**src/rtl/mem_access_unit_pkg.sv**
```systemverilog
`default_nettype none
// +------------------------------------------------------------------+
// | Module   : mem_access_unit_pkg                                   |
// | Purpose  : Shared types and defaults for the MEM-stage data port. |
// |            Holds the FSM state enum and the default data width   |
// |            and watchdog limit.                                   |
// | Revision : 1.0 - initial release                                 |
// +------------------------------------------------------------------+
package mem_access_unit_pkg;

  typedef enum logic [1:0] {
    MA_IDLE = 2'd0,
    MA_BUSY = 2'd1,
    MA_HOLD = 2'd2
  } mem_acc_state_t;

  localparam int DEFAULT_WIDTH   = 32;
  localparam int DEFAULT_TIMEOUT = 256;

endpackage
`default_nettype wire

```
**src/rtl/mem_access_unit_if.sv**
```systemverilog
`default_nettype none
// +------------------------------------------------------------------+
// | Module   : mem_access_unit_if                                    |
// | Purpose  : Data-cache request/response bus.                       |
// | Ports    : master - request side (MEM stage) drives dmem_read,    |
// |            dmem_write, dmem_address, dmem_wdata, dmem_mbe and     |
// |            receives dmem_rdata, dmem_resp.                       |
// |            slave  - dcache side, the mirror image.               |
// | Revision : 1.0 - initial release                                 |
// +------------------------------------------------------------------+
interface mem_access_unit_if #(
  parameter int WIDTH = 32
);
  logic             dmem_read;
  logic             dmem_write;
  logic [WIDTH-1:0] dmem_address;
  logic [WIDTH-1:0] dmem_wdata;
  logic [3:0]       dmem_mbe;
  logic [WIDTH-1:0] dmem_rdata;
  logic             dmem_resp;

  modport master (
    output dmem_read, dmem_write, dmem_address, dmem_wdata, dmem_mbe,
    input  dmem_rdata, dmem_resp
  );

  modport slave (
    input  dmem_read, dmem_write, dmem_address, dmem_wdata, dmem_mbe,
    output dmem_rdata, dmem_resp
  );
endinterface
`default_nettype wire

```
**src/rtl/mem_access_unit_mem_req_reg.sv**
```systemverilog
`default_nettype none
// +------------------------------------------------------------------+
// | Module   : mem_req_reg                                           |
// | Purpose  : Request register for the dcache port. Captures the     |
// |            address, store data, byte enables and read/write       |
// |            strobes on load; drop clears only the strobes so the   |
// |            last address/data stay visible.                       |
// | Ports    : clk, rst (async, active-low), load, drop,              |
// |            rd_in/wr_in/addr_in/wdata_in/mbe_in -> rd/wr/addr/     |
// |            wdata/mbe                                             |
// | Revision : 1.0 - initial release                                 |
// +------------------------------------------------------------------+
module mem_req_reg #(
  parameter int WIDTH = 32
) (
  input  wire logic             clk,
  input  wire logic             rst,
  input  wire logic             load,
  input  wire logic             drop,
  input  wire logic             rd_in,
  input  wire logic             wr_in,
  input  wire logic [WIDTH-1:0] addr_in,
  input  wire logic [WIDTH-1:0] wdata_in,
  input  wire logic [3:0]       mbe_in,
  output logic                  rd,
  output logic                  wr,
  output logic [WIDTH-1:0]      addr,
  output logic [WIDTH-1:0]      wdata,
  output logic [3:0]            mbe
);

  always_ff @(posedge clk or negedge rst) begin
    if (!rst) begin
      rd    <= 1'b0;
      wr    <= 1'b0;
      addr  <= '0;
      wdata <= '0;
      mbe   <= '0;
    end else if (load) begin
      rd    <= rd_in;
      wr    <= wr_in;
      addr  <= addr_in;
      wdata <= wdata_in;
      mbe   <= mbe_in;
    end else if (drop) begin
      rd <= 1'b0;
      wr <= 1'b0;
    end
  end

endmodule
`default_nettype wire

```
**src/rtl/mem_access_unit.sv**
```systemverilog
`default_nettype none
// +------------------------------------------------------------------+
// | Module   : mem_access_unit                                       |
// | Purpose  : MEM-stage data-memory port. Issues one registered      |
// |            dcache request per MEM instruction, holds it until     |
// |            dmem_resp, returns load data, stalls the pipe while    |
// |            the access is outstanding and never re-issues a        |
// |            completed access while the pipe is frozen.            |
// | Ports    : clk, rst (async, active-low)                           |
// |            req_read/req_write/req_addr/req_wdata/req_mbe - MEM op |
// |            bypass_en/bypass_data - serve load from MEM/WB data    |
// |            pipe_frozen - another stage holds the pipe             |
// |            dmem  - dcache bus (master modport)                    |
// |            mem_rdata, stall_mem, timeout_err (sticky)             |
// | Revision : 1.0 - initial release                                 |
// +------------------------------------------------------------------+
module mem_access_unit
  import mem_access_unit_pkg::*;
#(
  parameter int WIDTH   = DEFAULT_WIDTH,
  parameter int TIMEOUT = DEFAULT_TIMEOUT
) (
  input  wire logic             clk,
  input  wire logic             rst,
  input  wire logic             req_read,
  input  wire logic             req_write,
  input  wire logic [WIDTH-1:0] req_addr,
  input  wire logic [WIDTH-1:0] req_wdata,
  input  wire logic [3:0]       req_mbe,
  input  wire logic             bypass_en,
  input  wire logic [WIDTH-1:0] bypass_data,
  input  wire logic             pipe_frozen,
  mem_access_unit_if.master     dmem,
  output logic [WIDTH-1:0]      mem_rdata,
  output logic                  stall_mem,
  output logic                  timeout_err
);

  mem_acc_state_t   r_state;
  mem_acc_state_t   w_next_state;
  logic [WIDTH-1:0] r_rdata_q;
  logic             w_load;
  logic             w_drop;
  logic             w_rdata_en;

  // A simultaneous load+store is illegal; the load wins.
  wire logic w_issue_rd = req_read;
  wire logic w_issue_wr = req_write & ~req_read;

  mem_req_reg #(.WIDTH(WIDTH)) u_req_reg (
    .clk      (clk),
    .rst      (rst),
    .load     (w_load),
    .drop     (w_drop),
    .rd_in    (w_issue_rd),
    .wr_in    (w_issue_wr),
    .addr_in  (req_addr),
    .wdata_in (req_wdata),
    .mbe_in   (req_mbe),
    .rd       (dmem.dmem_read),
    .wr       (dmem.dmem_write),
    .addr     (dmem.dmem_address),
    .wdata    (dmem.dmem_wdata),
    .mbe      (dmem.dmem_mbe)
  );

  always_ff @(posedge clk or negedge rst) begin
    if (!rst) begin
      r_state   <= MA_IDLE;
      r_rdata_q <= '0;
    end else begin
      r_state <= w_next_state;
      if (w_rdata_en) r_rdata_q <= dmem.dmem_rdata;
    end
  end

  always_comb begin
    w_next_state = r_state;
    w_load       = 1'b0;
    w_drop       = 1'b0;
    w_rdata_en   = 1'b0;
    stall_mem    = 1'b0;
    mem_rdata    = r_rdata_q;
    unique case (r_state)
      MA_IDLE: begin
        if (req_read && bypass_en) begin
          // Forwarded from MEM/WB: no dcache access, no stall.
          mem_rdata = bypass_data;
        end else if (req_read || req_write) begin
          stall_mem    = 1'b1;
          w_load       = 1'b1;
          w_next_state = MA_BUSY;
        end
      end
      MA_BUSY: begin
        if (dmem.dmem_resp) begin
          mem_rdata    = dmem.dmem_rdata;
          w_rdata_en   = 1'b1;
          w_drop       = 1'b1;
          // If the pipe is still frozen the same instruction stays in MEM;
          // HOLD keeps it from being issued a second time.
          w_next_state = pipe_frozen ? MA_HOLD : MA_IDLE;
        end else begin
          stall_mem = 1'b1;
        end
      end
      MA_HOLD: begin
        if (!pipe_frozen) w_next_state = MA_IDLE;
      end
      default: w_next_state = MA_IDLE;
    endcase
  end

  generate
    if (TIMEOUT > 0) begin : g_watchdog
      localparam int CW = $clog2(TIMEOUT + 1);
      logic [CW-1:0] r_wd_cnt;

      // Counts unanswered BUSY cycles and saturates at TIMEOUT; the error
      // flag rises on the edge where the count reaches TIMEOUT and only
      // reset clears it.
      always_ff @(posedge clk or negedge rst) begin
        if (!rst) begin
          r_wd_cnt    <= '0;
          timeout_err <= 1'b0;
        end else if (r_state != MA_BUSY) begin
          r_wd_cnt <= '0;
        end else if (!dmem.dmem_resp && (r_wd_cnt != CW'(TIMEOUT))) begin
          r_wd_cnt <= r_wd_cnt + 1'b1;
          if (r_wd_cnt == CW'(TIMEOUT - 1)) timeout_err <= 1'b1;
        end
      end
    end else begin : g_no_watchdog
      assign timeout_err = 1'b0;
    end
  endgenerate

  a_no_rd_wr : assert property (@(posedge clk) disable iff (!rst)
      !((r_state == MA_IDLE) && req_read && req_write))
    else $error("mem_access_unit: load and store requested together");

endmodule
`default_nettype wire

```
**src/flat_wrapper.sv**
```systemverilog
// flat-port wrapper written by rule: the top's interface ports become plain ports
module mem_access_unit_flat import mem_access_unit_pkg::*;
#(
  parameter int WIDTH   = DEFAULT_WIDTH,
  parameter int TIMEOUT = DEFAULT_TIMEOUT
)
  (clk, rst, req_read, req_write, req_addr, req_wdata, req_mbe, bypass_en, bypass_data, pipe_frozen, mem_rdata, stall_mem, timeout_err, dmem_dmem_read, dmem_dmem_write, dmem_dmem_address, dmem_dmem_wdata, dmem_dmem_mbe, dmem_dmem_rdata, dmem_dmem_resp);
  mem_access_unit_if #(.WIDTH(WIDTH)) dmem_i ();
  input  wire logic clk;
  input  wire logic rst;
  input  wire logic req_read;
  input  wire logic req_write;
  input  wire logic [WIDTH-1:0] req_addr;
  input  wire logic [WIDTH-1:0] req_wdata;
  input  wire logic [3:0] req_mbe;
  input  wire logic bypass_en;
  input  wire logic [WIDTH-1:0] bypass_data;
  input  wire logic pipe_frozen;
  output logic [WIDTH-1:0] mem_rdata;
  output logic stall_mem;
  output logic timeout_err;
  output wire logic [$bits(dmem_i.dmem_read)-1:0] dmem_dmem_read;
  output wire logic [$bits(dmem_i.dmem_write)-1:0] dmem_dmem_write;
  output wire logic [$bits(dmem_i.dmem_address)-1:0] dmem_dmem_address;
  output wire logic [$bits(dmem_i.dmem_wdata)-1:0] dmem_dmem_wdata;
  output wire logic [$bits(dmem_i.dmem_mbe)-1:0] dmem_dmem_mbe;
  input wire logic [$bits(dmem_i.dmem_rdata)-1:0] dmem_dmem_rdata;
  input wire logic [$bits(dmem_i.dmem_resp)-1:0] dmem_dmem_resp;
  assign dmem_dmem_read = dmem_i.dmem_read;
  assign dmem_dmem_write = dmem_i.dmem_write;
  assign dmem_dmem_address = dmem_i.dmem_address;
  assign dmem_dmem_wdata = dmem_i.dmem_wdata;
  assign dmem_dmem_mbe = dmem_i.dmem_mbe;
  assign dmem_i.dmem_rdata = dmem_dmem_rdata;
  assign dmem_i.dmem_resp = dmem_dmem_resp;
  mem_access_unit #(.WIDTH(WIDTH), .TIMEOUT(TIMEOUT)) u_core (.clk(clk), .rst(rst), .req_read(req_read), .req_write(req_write), .req_addr(req_addr), .req_wdata(req_wdata), .req_mbe(req_mbe), .bypass_en(bypass_en), .bypass_data(bypass_data), .pipe_frozen(pipe_frozen), .dmem(dmem_i), .mem_rdata(mem_rdata), .stall_mem(stall_mem), .timeout_err(timeout_err));
endmodule
```
**config.mk**
```make
export PLATFORM = sky130hd
export DESIGN_NAME = mem_access_unit_flat
export DESIGN_NICKNAME = d
export VERILOG_FILES = /design/src/rtl/mem_access_unit_pkg.sv /design/src/rtl/mem_access_unit_if.sv /design/src/rtl/mem_access_unit_mem_req_reg.sv /design/src/rtl/mem_access_unit.sv /design/src/flat_wrapper.sv
export SDC_FILE = /design/constraint.sdc
export NUM_CORES = 1
export LEC_CHECK = 0
export CAP_MARGIN = 40
export CORE_AREA = 2 2 123 125
export CTS_CLUSTER_DIAMETER = 80
export DETAILED_ROUTE_END_ITERATION = 16
export DIE_AREA = 0 0 125 127
export DONT_BUFFER_PORTS = 1
export PLACE_DENSITY = 0.5
export SYNTH_ARGS = -nofsm -noshare
export SYNTH_HDL_FRONTEND = slang
export SYNTH_SLANG_ARGS = --single-unit
```
**constraint.sdc**
```tcl
create_clock -name clk -period 2.4 [get_ports clk]
set_clock_uncertainty 0.15 [all_clocks]
set_input_delay 0.36 -clock clk [delete_from_list [all_inputs] [get_ports clk]]
set_output_delay 0.36 -clock clk [all_outputs]
set_load 0.05 [all_outputs]
```
# ---- Word-level counts from Yosys, hierarchy flattened
# Cells that the tools add are included.
dict set report totals {
  inputBits 139
  ff_bits 114
  out_inout_bits 104
  wordCells 52
}
dict set report classes {
  n_bitwise 3
  eq_ne 9
  n_reduce_logical 9
  addsub 1
  n_mux 21
}
# cell n
set ops {}
lappend ops {{2-to-1 mux 32 bit} 2}
lappend ops {{one-hot mux 32 bit (2 select lines)} 1}
lappend ops {{2-to-1 mux 9 bit} 2}
lappend ops {{2-to-1 mux 2 bit} 5}
lappend ops {{adder 9 x 1 -> 9 bit, second input constant} 1}
lappend ops {{equality test 9 x 8 -> 1 bit, second input constant} 1}
lappend ops {{2-to-1 mux 1 bit} 9}
lappend ops {{inequality test 9 bit, second input constant} 1}
lappend ops {{inequality test 2 bit, second input constant} 3}
lappend ops {{one-hot mux 2 bit (3 select lines)} 1}
lappend ops {{inequality test 2 x 1 -> 1 bit, second input constant} 2}
lappend ops {{AND reduction 4 bit} 1}
lappend ops {{nonzero test 2 bit} 2}
lappend ops {{AND reduction 3 bit} 1}
lappend ops {{equality test 2 x 1 -> 1 bit, second input constant} 1}
lappend ops {{equality test 2 bit, second input constant} 1}
lappend ops {{logical AND 1 bit} 2}
lappend ops {{logical NOT 2 bit} 1}
lappend ops {{NOT 1 bit} 2}
lappend ops {{one-hot mux 1 bit (2 select lines)} 1}
lappend ops {{bitwise AND 1 bit} 1}
lappend ops {{logical NOT 1 bit} 1}
lappend ops {{logical OR 1 bit} 1}

# ---- Logic depth before layout (Yosys ltp)
# Gate-level depths: netlist of the first run.
dict set report logic_depth {
  depth_word 5
  ltp_mapped 5
  depth_no_buf 5
}

# ---- Hierarchy
# Synthesis of the first run repeated with hierarchy kept, for this count alone.
dict set report unflattened {
  cells_unflattened 365
  hier_area_um2 5297.6
}
# mod seq_area_each_um2 instances cells_per_inst area_each_um2
set modules_own_cells {}
lappend modules_own_cells {mem_req_reg 1751.7 1 149 2944.1}
lappend modules_own_cells {mem_access_unit 1101.1 1 216 2353.5}

# ---- Worst setup path after synthesis of the first run
# OpenSTA, ideal clock, no wires.
dict set report synth_path {
  path_kind {register to output}
  start {register u_core.r_state[1]}
  end {output stall_mem}
  required_time_ps 1890
  path_slack_ps 69
  path_buffers 1
  arrival_time_ps 1821
  stages_incl_launch_ff 4
  path_cell_list {dfrtp_1 > nand2b_1 > buf_1 > o21ai_0}
}
dict set report synth_between {
  elab_chain_cells 2
  elab_cells_between_ends 3
  classes_between {eq/ne (1); mux (1); reduce/logical (1)}
}
# item line
set synth_lines {}
lappend synth_lines {{from (decl)} mem_access_unit.sv:39} ;# mem_acc_state_t r_state;
lappend synth_lines {{from (signal assigned)} mem_access_unit.sv:72} ;# r_state <= w_next_state;
lappend synth_lines {{equality test 2 x 1 -> 1 bit or logical NOT 2 bit (tied branches)} mem_access_unit.sv:84} ;# unique case (r_state)
lappend synth_lines {{one-hot mux 1 bit (2 select lines) (*)} mem_access_unit.sv:84}
lappend synth_lines {{to (decl)} flat_wrapper.sv:20} ;# output logic stall_mem;
# Every way passes the cells marked *; elsewhere a longest branch is shown, timed or not.

# ---- Final worst setup path of the first run
dict set report layout_path {
  start {register u_core.r_state[0]}
  end {output mem_rdata[3]}
}
dict set report layout_between {
  elab_chain_cells 2
  elab_cells_between_ends 3
  classes_between {eq/ne (1); mux (1); reduce/logical (1)}
}
# item line
set layout_lines {}
lappend layout_lines {{equality test 2 x 1 -> 1 bit or logical NOT 2 bit (tied branches)} mem_access_unit.sv:84}
lappend layout_lines {{one-hot mux 32 bit (2 select lines) (*)} mem_access_unit.sv:84}
lappend layout_lines {{to (decl)} flat_wrapper.sv:19} ;# output logic [WIDTH-1:0] mem_rdata;
# Marked as above.

==> results.md, run 1 <==
* Final RePlAce weighted congestion at about 0.77
* Met3 routed WL at 1458 µm
* Die width at about 130 µm
* Worst-path clk slew at roughly 0.05 ns
* R2R Setup Slk at 0.55 ns
* Req. time, crit path at approximately 1.9 ns
* M1 wire length at approximately 4700 µm
* Violated checks: negative hold slack, negative setup slack
* Synthesis warning total at 0
* Max-Cap Viols at 0
* LEAKAGE at about 3.3 nW
* Crit path DAT at roughly 2.1 ns
* FF-to-FF Start: u_core.r_state[0]$_DFFE_PN0P_
* Top routing layer in use: met4
* Layout cells sized above 1 at 0.2883
* Worst VDD drop at between 0.8 and 0.9 mV
* Most common cell after layout, fill and taps aside: dfrtp_1
* Met2 WL at just over 6000 µm
* Initial antenna violation count at 0
* IO Pins at approximately 240
* Vias after detailed routing at 3,494
* Mapped Nets at 509
* Crit. End Element: output port
* Final Max Tran Viols at 0
* Status: complete, but fails checks
* Slew HR at 0.6285
* Hold Crit Class: in2async
* Ant. Diodes at 0
* Syn Inst Count at around 370
* Layout net count at 627
* Die area at around 0.016 mm²
* Worst slew pin tran at 0.5572 ns
* Post-synth cell types at 42
* Synthesized flop and latch total at 114
* Setup TNS at -5.340 ns
* Fmax at 0.3854 GHz
* Worst Setup SP: u_core.r_state[0]$_DFFE_PN0P_
* Detailed placement HPWL at 8222 µm
* # hold bufs at CTS at 71
* Total power at between 10 and 15 mW
* Post-Route WL at ~13,000 µm
* Largest cells by area after synthesis: dfrtp_1 58%, mux2_2 14%, a221o_1 6.5%
* Aggregate global routing overflow at 0
* FFs w/ async S/R, synth at 1.000
* Seq/Total Area, Yosys at 0.5755
* Routed wire per std cell at roughly 18 µm
* Vias in the first global route at around 3,700
* DR DRC count at 0
* Critical Path End: mem_rdata[3]
* Starting DRT DRC Count at 136
* Mapped Area at a little under 0.005 mm²
* Crit Path Class: reg2out
* Vias/cell at 5.138
* DRT Pass-1 Iters at 4
* Cts bufs inserted at 17
* Worst R2R End: u_core.u_req_reg.addr[6]$_DFFE_PN0P_
* Syn_area_per_cell at around 14 µm²
* # setup viols final at 32
* Layout area overhead at 47.60%
* Cell taking the most area after synthesis: dfrtp_1
* Setup slack at placement at 0.1557 ns
* Die height at ~130 µm
* Final hold violation count at between 100 and 150
* Maximum fanout along the worst path at 9
* Number of synthesized flops with an enable pin at 0
* Register-to-Register Path Depth at 6
* First-pass GRT wire length at 19,820 µm
* Clock sink count at approximately 110
* Post-route setup slack at -0.1946 ns
* Clock Path Buffers at 2
* Hold_ws at -0.4987 ns
* Core Area at between 0.01 and 0.015 mm²
* CP startpoint kind: flop
* Worst skew pair latency at roughly 0.40 ns
* Filler Cell Count at between 1,000 and 1,500
* Root Buffer: clkbuf_16
* CTS tree: done
* Largest net degree at the start of global routing at between 100 and 150
* Antenna Nets Post-Route at 0
* PwrDens at approximately 1600 mW/mm²
* RSZ-0062 raised after global routing: yes
* Num rows at 44
* Final core utilization at 0.5073
* Final min period at 2.595 ns
* Synth top area share at 0.5755
* H-tree Lvls at 4
* Ys flop type: dfrtp_1
* Starting Density at 0.3437
* Crit share post-route at 1.081
* Commonest cells after routing, fill and taps aside: 114 x dfrtp_1, 71 x dlygate4sd3_1, 60 x mux2_2, 34 x buf_12, 33 x a21o_1
* PortBufs at 0
* Total track usage at 0.1592
-- cells by family after synthesis --
family / after synthesis / synth area share
muxes: 70 / 0.1585
buffers and inverters: 27 / 0.03180
AOI/OAI and AO/OA: 85 / 0.1434
and+or+nand+nor: 66 / 0.07976
adders and majority gates: 3 / 0.007573
DFF: 114 / 0.5755
xor gates and xnor gates: 2 / 0.003534
-- per-stage QoR --
stage | cell area [µm²] | std cells | hold WS, ns
after CTS | 7291 | 679 | -0.5238
after global placement | 5784 | 570 | -0.08138
after detailed placement | 5799 | 571 | -0.08185
after global routing | 7317 | 680 | -0.5329
final | 7317 | 680 | -0.4987
after floorplan | 4957 | 367 | -0.08559
-- metal layers --
layer / vias to the layer above / global-route usage
met5: - / 0
met4: 0 / 0.05294
met3: 11 / 0.08543
li1: 1593 / -
met1: 1702 / 0.1723
met2: 188 / 0.2685
-- final cells by class --
cell class                      count  area (µm²)  area share
Sequential cell                   114        2853      0.3899
Multi-Input combinational cell    226        1969      0.2692
Timing Repair Buffer              121        1558      0.2129
Clock buffer                       21       460.4     0.06293
Tap cell                          184       230.2     0.03146
Clock inverter                      9       227.7     0.03112
Inverter                            5       18.77    0.002565
-- what timing repair did --
| action | 4_1_cts | 5_1_grt |
|---|---|---|
| gates cloned | 1 | 0 |
| pin swaps | 10 | 14 |
| resized for setup | 6 | 5 |
| endpoints found under the setup margin | 32 | 32 |
| setup buffers | 6 | 1 |
| endpoints found under the hold margin | 188 | 114 |
-- state kept, by name (all words and copies together) (netlist names) --
| name | cells |
|---|---|
| u_core.r_rdata_q | 32 |
| u_core.u_req_reg.addr | 32 |
| u_core.u_req_reg.wdata | 32 |
| u_core.g_watchdog.r_wd_cnt | 9 |
| u_core.u_req_reg.mbe | 4 |
| u_core.r_state | 2 |
| u_core.timeout_err | 1 |
| u_core.u_req_reg.rd | 1 |
| u_core.u_req_reg.wr | 1 |
-- worst max-delay path, stage by stage, from the launching register on --
cell      delay (ns)
dfrtp_1         0.38
buf_6           0.12
nor4bb_4        0.36
nor2_4          0.13
buf_16          0.17
a221o_1         0.35
buf_12          0.17
-- synthesized netlist by cell type, drive strengths merged, types with 3 or more instances --
master / number
ha: 3
a21o: 33
buf: 17
nor2: 5
inv: 5
dfrtp: 114
o21ai: 6
mux2: 68
and2: 32
a21oi: 4
a221o: 32
nand2: 9
nor2b: 3
clkbuf: 5
-- worst min path at each step --
stage | startpoint | endpoint | slack (ns) | cells after the start
after floorplan | rst | u_core.g_watchdog.r_wd_cnt[0]$_DFFE_PN0P_ | -0.09 | 0
after global placement | rst | u_core.r_rdata_q[24]$_DFFE_PN0P_ | -0.08 | 0
after detailed placement | rst | u_core.r_rdata_q[24]$_DFFE_PN0P_ | -0.08 | 0
after CTS | rst | u_core.r_rdata_q[24]$_DFFE_PN0P_ | -0.52 | 0
after global routing | rst | u_core.r_rdata_q[24]$_DFFE_PN0P_ | -0.53 | 0
final | rst | u_core.r_rdata_q[24]$_DFFE_PN0P_ | -0.50 | 0
-- report_power, final --
group | internal, mW | switching, mW
clock network | 2.10 | 0.839
logic | 2.03 | 1.81
registers | 2.68 | 2.39
Note: power is estimated with default switching activity, not from simulation.
==> run 2, diff against run 1 <==
- ABC_CLOCK_PERIOD_IN_PS: not set -> 2400
==> results of run 2 <==
Final layout, timing and power as in run 1 (identical DEF).
